$ cat config.mk
export PLATFORM = sky130hd
export DESIGN_NAME = pool_window_flat
export DESIGN_NICKNAME = d
export VERILOG_FILES = /design/src/rtl/pool_window_if.sv /design/src/rtl/pool_window.sv /design/src/flat_wrapper.sv
export SDC_FILE = /design/constraint.sdc
export NUM_CORES = 1
export LEC_CHECK = 0
export BUFFER_PORTS_ARGS = -buffer_cell sky130_fd_sc_hd__buf_2
export CORE_MARGIN = 5
export CORE_UTILIZATION = 51
export DETAILED_ROUTE_END_ITERATION = 6
export PLACE_DENSITY_LB_ADDON = 0.12
export SLEW_MARGIN = 25
export SYNTH_ARGS = -nofsm -noshare
export SYNTH_HDL_FRONTEND = slang
export SYNTH_SLANG_ARGS = --single-unit
$ cat constraint.sdc
create_clock -name clk -period 4.45 [get_ports clk]
set_clock_uncertainty 0.15 [all_clocks]
set_input_delay 0.2225 -clock clk [delete_from_list [all_inputs] [get_ports clk]]
set_output_delay 0.2225 -clock clk [all_outputs]
set_load 0.01 [all_outputs]
$ cat src/rtl/pool_window_if.sv
// Stream-in / window-out bundle for pool_window.
// The frame_done wire and its modport entries exist only when
// POOL_WINDOW_FRAME_DONE_EN is defined.
interface pool_window_if #(
  parameter int DW = 22
);
  logic                 valid_in;
  logic signed [DW-1:0] data_in;
  logic                 win_valid;
  logic [2*DW-1:0]      x_m_1;
  logic [2*DW-1:0]      x_m_2;
`ifdef POOL_WINDOW_FRAME_DONE_EN
  logic                 frame_done;

  // Producer / consumer side (testbench or upstream/downstream glue)
  modport master (
    output valid_in, data_in,
    input  win_valid, x_m_1, x_m_2, frame_done
  );

  // Window former side
  modport slave (
    input  valid_in, data_in,
    output win_valid, x_m_1, x_m_2, frame_done
  );
`else
  // Producer / consumer side (testbench or upstream/downstream glue)
  modport master (
    output valid_in, data_in,
    input  win_valid, x_m_1, x_m_2
  );

  // Window former side
  modport slave (
    input  valid_in, data_in,
    output win_valid, x_m_1, x_m_2
  );
`endif
endinterface

$ cat src/rtl/pool_window.sv
// pool_window: forms 2x2 max-pool windows from a raster-order sample stream.
// Even rows are parked in a one-line buffer; on odd rows the left sample of
// each column pair is held, and the right sample completes the window,
// which is presented one cycle later on x_m_1 (left column) / x_m_2 (right
// column) with a single-cycle win_valid pulse.
// Optional feature: define POOL_WINDOW_FRAME_DONE_EN to add a frame_done
// pulse coincident with the last window of each frame.
module pool_window #(
  parameter int DW    = 22,
  parameter int IMG_W = 24,
  parameter int IMG_H = 24
) (
  input logic   clk,
  input logic   rst,
  pool_window_if.slave pw
);

  localparam int CW = (IMG_W > 1) ? $clog2(IMG_W) : 1;
  localparam int RW = (IMG_H > 1) ? $clog2(IMG_H) : 1;
  localparam logic [CW-1:0] COL_LAST = CW'(IMG_W - 1);
  localparam logic [RW-1:0] ROW_LAST = RW'(IMG_H - 1);
  // Clears bit 0 of a column index: odd col -> its even partner.
  localparam logic [CW-1:0] PAIR_MASK = ~CW'(1);

  // Raster position of the next sample to be accepted
  logic [CW-1:0] col_q, col_d;
  logic [RW-1:0] row_q, row_d;

  // Bottom-left sample of the column pair currently being assembled
  logic [DW-1:0] bl_q, bl_d;

  // Registered window outputs
  logic            win_valid_q, win_valid_d;
  logic [2*DW-1:0] x_m_1_q, x_m_1_d;
  logic [2*DW-1:0] x_m_2_q, x_m_2_d;

  // One even row of samples; never reset, because an even row always
  // refills every entry before an odd row can read it.
  logic [DW-1:0] lbuf_q [IMG_W];
  logic          lb_we;
  logic [CW-1:0] lb_waddr;
  logic [DW-1:0] lb_wdata;

  logic          accept;
  logic          odd_row;
  logic          odd_col;
  logic          col_wrap;
  logic          pair_done;
  logic [CW-1:0] col_left;
  logic [DW-1:0] top_left;
  logic [DW-1:0] top_right;
  logic [DW-1:0] sample;

  assign accept    = pw.valid_in;
  assign sample    = pw.data_in;
  assign odd_row   = row_q[0];
  assign odd_col   = col_q[0];
  assign col_wrap  = (col_q == COL_LAST);
  assign pair_done = accept && odd_row && odd_col;
  assign col_left  = col_q & PAIR_MASK;
  assign top_left  = lbuf_q[col_left];
  assign top_right = lbuf_q[col_q];

  // Raster position counters: advance only on accepted samples
  always_comb begin
    col_d = col_q;
    row_d = row_q;
    if (accept) begin
      if (col_wrap) begin
        col_d = '0;
        if (row_q == ROW_LAST) begin
          row_d = '0;
        end else begin
          row_d = row_q + 1'b1;
        end
      end else begin
        col_d = col_q + 1'b1;
      end
    end
  end

  // Line-buffer write port: every even-row sample lands at its column
  always_comb begin
    lb_we    = accept && !odd_row;
    lb_waddr = col_q;
    lb_wdata = sample;
  end

  // Odd row, even column: hold the bottom-left sample until its partner arrives
  always_comb begin
    bl_d = bl_q;
    if (accept && odd_row && !odd_col) begin
      bl_d = sample;
    end
  end

  // Window assembly; outputs keep their last values between pulses
  always_comb begin
    win_valid_d = 1'b0;
    x_m_1_d     = x_m_1_q;
    x_m_2_d     = x_m_2_q;
    if (pair_done) begin
      win_valid_d = 1'b1;
      x_m_1_d     = {top_left, bl_q};
      x_m_2_d     = {top_right, sample};
    end
  end

  // Control and datapath registers with synchronous reset
  always_ff @(posedge clk) begin
    if (rst) begin
      col_q       <= '0;
      row_q       <= '0;
      bl_q        <= '0;
      win_valid_q <= 1'b0;
      x_m_1_q     <= '0;
      x_m_2_q     <= '0;
    end else begin
      col_q       <= col_d;
      row_q       <= row_d;
      bl_q        <= bl_d;
      win_valid_q <= win_valid_d;
      x_m_1_q     <= x_m_1_d;
      x_m_2_q     <= x_m_2_d;
    end
  end

  // Line-buffer storage; writes are suppressed while reset is held
  always_ff @(posedge clk) begin
    if (lb_we && !rst) begin
      lbuf_q[lb_waddr] <= lb_wdata;
    end
  end

  assign pw.win_valid = win_valid_q;
  assign pw.x_m_1     = x_m_1_q;
  assign pw.x_m_2     = x_m_2_q;

`ifdef POOL_WINDOW_FRAME_DONE_EN
  logic frame_done_q, frame_done_d;

  // Last window of the frame: bottom-right sample of the final row pair
  always_comb begin
    frame_done_d = pair_done && (row_q == ROW_LAST) && col_wrap;
  end

  // frame_done register, cleared with the rest of the control state
  always_ff @(posedge clk) begin
    if (rst) begin
      frame_done_q <= 1'b0;
    end else begin
      frame_done_q <= frame_done_d;
    end
  end

  assign pw.frame_done = frame_done_q;
`endif

endmodule
$ cat src/flat_wrapper.sv
// flat-port wrapper written by rule: the top's interface ports become plain ports
module pool_window_flat 
#(
  parameter int DW    = 22,
  parameter int IMG_W = 24,
  parameter int IMG_H = 24
)
  (clk, rst, pw_valid_in, pw_data_in, pw_win_valid, pw_x_m_1, pw_x_m_2);
  pool_window_if #(.DW(DW)) pw_i ();
  input logic clk;
  input logic rst;
  input wire logic [$bits(pw_i.valid_in)-1:0] pw_valid_in;
  input wire logic [$bits(pw_i.data_in)-1:0] pw_data_in;
  output wire logic [$bits(pw_i.win_valid)-1:0] pw_win_valid;
  output wire logic [$bits(pw_i.x_m_1)-1:0] pw_x_m_1;
  output wire logic [$bits(pw_i.x_m_2)-1:0] pw_x_m_2;
  assign pw_i.valid_in = pw_valid_in;
  assign pw_i.data_in = pw_data_in;
  assign pw_win_valid = pw_i.win_valid;
  assign pw_x_m_1 = pw_i.x_m_1;
  assign pw_x_m_2 = pw_i.x_m_2;
  pool_window #(.DW(DW), .IMG_W(IMG_W), .IMG_H(IMG_H)) u_core (.clk(clk), .rst(rst), .pw(pw_i));
endmodule
# Word-level counts from Yosys, hierarchy flattened
# Memory sizes are Yosys's and may differ from the RTL's. A register that Yosys moved wholly into a read port is not among the register bits.
# Index checks and enable logic that the tools add are counted.
[totals] regBits=121 mem_bits_rw=528 memories=1
[op_classes] n_addsub=2 n_eq_ne=2 n_mux=5 reduce_logical=9
[mem_list] name="u_core.lbuf_q" depth=24 width=22 read_ports=2 rd_clocked_by_memory_dff=2 wr=1 line_no="pool_window.sv:39" source="logic [DW-1:0] lbuf_q [IMG_W];"
[op_table] cell="adder 5 x 1 -> 5 bit (second input constant)" count=2
[op_table] cell="== test 5 bit (second input constant)" count=2
[op_table] cell="two-way mux 5 bit" count=2
[op_table] cell="logical AND 1 bit" count=5
[op_table] cell="logical NOT 1 bit" count=3
[op_table] cell="two-way mux 1 bit" count=3
[op_table] cell="AND reduction 2 bit" count=1

# Longest topological paths before layout
[logic_depth] depth_word=5 mapped_depth=8

# Worst setup path after synthesis
# No wires, ideal clock.
[synth_timing] path_type="flip-flop to flip-flop" from="register u_core.col_q[1]" to="memory u_core.lbuf_q[21][0], enable pin" arrival_ns=2.343 path_slack_ns=1.556 stages_incl_launch_ff=9 period_less_slack_ns=2.894 path_cell_list="dfxtp_1 buf_2 buf_6 buf_6 inv_2 buf_2 ha_1 nand2_1 nor2_1"
[synth_rtl] item="start: declaration" line_no="pool_window.sv:26" source="logic [CW-1:0] col_q, col_d;"
[synth_rtl] item="start signal: assignment" line_no="pool_window.sv:119" source="col_q <= col_d;"
[synth_rtl] item="end: declaration" line_no="pool_window.sv:39"
# Straight into the memory's write port.

# Worst setup path in the final report
[layout_timing] from="register u_core.col_q[2]" to="memory u_core.lbuf_q[4][5], enable pin"
# Straight into the memory's write port.

==> impl_metrics.yaml <==
floorplanning:
  floorplan.rows: 81
  core_mm2: 0.0488
  start_util_pct: 51.4
  dieWidth_um: 232
  fp.dieArea_mm2: 0.0538
  fp.dieH_um: 232
  io_pins: 114
critical_path:
  start_kind: "flip-flop"
  reg2reg_to: "u_core.lbuf_q[4][5]$_DFFE_PP_"
  worstPathCellList: "or3b_2, nor2_2, buf_4"
  endpoint_kind: "flip-flop"
  cp.arrival_ns: 3.17
  timing_worst_setup_path_type: "flip-flop to flip-flop"
  critical_path_buf_inv_count: 1
  critical_path.top_delay_family: "simple AND/OR/NAND/NOR gates"
  critical_path.max_stage_delay_ns: 0.88
  critical_path.slowest_cell: "sky130_fd_sc_hd__or3b_2"
  r2r-start: "u_core.col_q[2]$_SDFFE_PP0P_"
  timing.critical_path.required_ns: 4.57
  worst-r2r-cell-count: 3
  worstPathMaxFanout: 38
  r2r_slack_ns: 1.40
logic_synthesis:
  synth_nets: 1701
  synthCells: 1670
  syn_avg_cell_area_um2: 15.0
  synth_area_mm2: 0.0251
  count_of_synthesis_stage_warnings_from_yosys: 0
  synth_ff_type: "sky130_fd_sc_hd__edfxtp_1"
  ys_ff_latch: 649
  asyncSetResetFlopFracSynth_pct: 0
  synthDistinctLibCells: 46
  seq_area_frac_synth_pct: 72.8
  synth_enable_flop_cells: 528
worst_hold_path:
  min_from: "pw_data_in[21]"
  holdPathEnd: "u_core.lbuf_q[17][21]$_DFFE_PP_"
  hold-path-cell-count: 1
  min-delay-path-class: "primary input to flip-flop"
timing:
  setup_violations: 0
  timing_hold_violations_final: 0
  maxClockFrequency_mhz: 328
  grt_setup_unrepaired: "no"
  timing_max_transition_violations_final: 0
  max_slew.worst_pin.slew_ns: 1.04
  timing.final.ws_setup_ns: 1.40
  fin_setup_tns_ns: 0
  max_slew_margin_pct: 30.6
  period_share_pct: 68.5
  final.min_clock_period_ns: 3.05
layout:
  drive_above_1_share_pct: 16.5
  area.growth.synth_to_final_pct: 14.3
  antenna-diode-count: 0
  final_core_utilization_pct: 58.8
  seqCellArea_mm2: 0.0183
  highest_count_cells_in_the_layout_ignoring_fill_and_taps: "sky130_fd_sc_hd__edfxtp_1 (528), sky130_fd_sc_hd__mux2i_1 (229), sky130_fd_sc_hd__nand2_1 (192), sky130_fd_sc_hd__dfxtp_1 (117), sky130_fd_sc_hd__buf_2 (112)"
  final_common_cell: "sky130_fd_sc_hd__edfxtp_1"
  filler_cell_count: 3880
  multi_input_comb_area_mm2: 0.00630
  finalNetCount: 1834
grt:
  grt_first_pass_wirelength_um: 92800
  grt_start_max_net_pins: 91
  antenna_found_initial: 1
  global_route.overflow_total: 0
  via_count_of_the_first_global_routing_pass: 14500
  grtUsageTotal_pct: 23.2
clock_tree:
  ctsRootBufferMaster: "sky130_fd_sc_hd__clkbuf_16"
  cts-buffers-inserted: 68
  clkTransAtPathRegs_ns: 0.06
  cts_max_level: 3
  clkLatencyLatePin_ns: 0.60
  clock_tree_from_tritoncts: "yes"
  numClockSinks: 649
  clk_path_buf_depth: 3
drt:
  dr_total_vias: 14700
  drtIter0Drc: 1156
  post_drt_wl_per_cell_um: 25.1
  detailedRoute.firstPassIterationCount: 5
  postRouteWirelength_um: 63200
  remaining_drc_errors: 0
  drtAntennaViolNets: 0
  post_dr_vias_cell: 5.84
place:
  placement.setup.worst_slack_ns: 1.39
  post-dp-hpwl_um: 39500
  gp_congestion: 0.859
  io_buffer_count: 113
pwr:
  ir_drop_mv: 0.366
  total_leakage_power_nw: 9.14
  power.density_mw_per_mm2: 437
  total_power_mw: 12.5
outcome:
  status: "finished, final reports clean"
run:
  drv_cap: 0
[synth_stat cells, types with 10 or more instances]
master / number / area [um2]
sky130_fd_sc_hd__o221ai_1: 10 / 87.6
sky130_fd_sc_hd__dfxtp_1: 121 / 2420
sky130_fd_sc_hd__mux4_2: 23 / 518
sky130_fd_sc_hd__inv_1: 13 / 48.8
sky130_fd_sc_hd__buf_4: 13 / 97.6
sky130_fd_sc_hd__nor3_1: 21 / 105
sky130_fd_sc_hd__a21oi_1: 94 / 470
sky130_fd_sc_hd__nand3_1: 19 / 95.1
sky130_fd_sc_hd__a21boi_0: 12 / 90.1
sky130_fd_sc_hd__edfxtp_1: 528 / 15900
sky130_fd_sc_hd__a2111oi_0: 13 / 114
sky130_fd_sc_hd__nand2_1: 192 / 721
sky130_fd_sc_hd__a22oi_1: 29 / 218
sky130_fd_sc_hd__nand4_1: 19 / 119
sky130_fd_sc_hd__buf_2: 31 / 155
sky130_fd_sc_hd__o211ai_1: 10 / 75.1
sky130_fd_sc_hd__mux2i_1: 229 / 2290
sky130_fd_sc_hd__a311oi_1: 10 / 87.6
sky130_fd_sc_hd__a211oi_1: 17 / 128
sky130_fd_sc_hd__buf_6: 10 / 113
sky130_fd_sc_hd__clkbuf_1: 53 / 199
sky130_fd_sc_hd__nor2_1: 82 / 308
sky130_fd_sc_hd__o21ai_0: 31 / 155
sky130_fd_sc_hd__o22ai_1: 28 / 175
[logic make-up (layout without fill, tap and decap cells)]
logic type | after synthesis | in the layout | synth area share [%]
xor+xnor | 6 | 6 | 0.209
simple gates | 352 | 352 | 5.88
fa+ha+maj | 6 | 6 | 0.299
flops | 649 | 649 | 72.8
mux | 253 | 253 | 11.2
compound gates | 281 | 281 | 7.10
buf+inv | 123 | 310 | 2.49
[worst register-to-register path, delay by kind of cell (launching register included)]
| kind | cells | cell delay, ns |
|---|---|---|
| flip-flops | 1 | 0.66 |
| buffers and inverters | 1 | 0.35 |
| AND/OR/NAND/NOR | 2 | 1.56 |
[metrics by stage]
step           instances  area [um2]  hold slack [ns]
3_3_place_gp        2379       26400            0.291
5_1_grt             2521       28700           0.0324
6_report            2521       28700           0.0248
2_1_floorplan       1670       25100            0.171
4_1_cts             2521       28700          0.00994
3_5_place_dp        2379       26400            0.294
[worst max path at each step]
stage                                       from                        endpoint  slack, ns  depth (start not counted)
floorplan           u_core.col_q[1]$_SDFFE_PP0P_  u_core.lbuf_q[21][0]$_DFFE_PP_       1.56                          8
global placement    u_core.col_q[2]$_SDFFE_PP0P_   u_core.lbuf_q[4][6]$_DFFE_PP_       1.42                          3
detailed placement  u_core.col_q[2]$_SDFFE_PP0P_   u_core.lbuf_q[5][6]$_DFFE_PP_       1.39                          3
CTS                 u_core.col_q[2]$_SDFFE_PP0P_   u_core.lbuf_q[5][6]$_DFFE_PP_       1.37                          3
global route        u_core.col_q[2]$_SDFFE_PP0P_   u_core.lbuf_q[5][6]$_DFFE_PP_       1.30                          3
finish              u_core.col_q[2]$_SDFFE_PP0P_   u_core.lbuf_q[4][5]$_DFFE_PP_       1.40                          3
[flip-flops by register name, summed over array words and instances, names as in the netlist]
register and flops:
u_core.lbuf_q 528, u_core.pw.x_m_1 44, u_core.pw.x_m_2 44, u_core.bl_q 22
u_core.col_q 5, u_core.row_q 5, u_core.pw.win_valid 1
[what timing repair did]
| action | 4_1_cts | 5_1_grt |
|---|---|---|
| setup buffers | 0 | 0 |
| hold buffers | 18 | 0 |
| endpoints found under the hold margin | 333 | 0 |
| resized for setup | 0 | 0 |
| setup endpoints to repair | 0 | 0 |
[area by class of cell]
type	count	area share, %
clock buffers	93	6.84
clock inverters	31	0.654
inverters	14	0.183
multi-input cells	898	21.9
flip-flops and latches	649	63.7
well taps	664	2.89
repair buffers	172	3.81
[power by group]
group          switching (mW)  internal (mW)  total [mW]
registers              0.0318           6.58        6.61
clock network            2.24           3.20        5.43
logic                   0.333          0.164       0.497
total                    2.60           9.94        12.5
[layer usage]
metal / part of all wire [%] / global-route usage [%] / vias to the layer above
met1: 42 / 32.0 / 7520
met4: 3.8 / 8.86 / 0
li1: - / - / 6633
met5: 0 / 0 / -
met2: 49 / 37.5 / 456
met3: 5.4 / 3.90 / 125
Power figures use the tool's default switching activity.
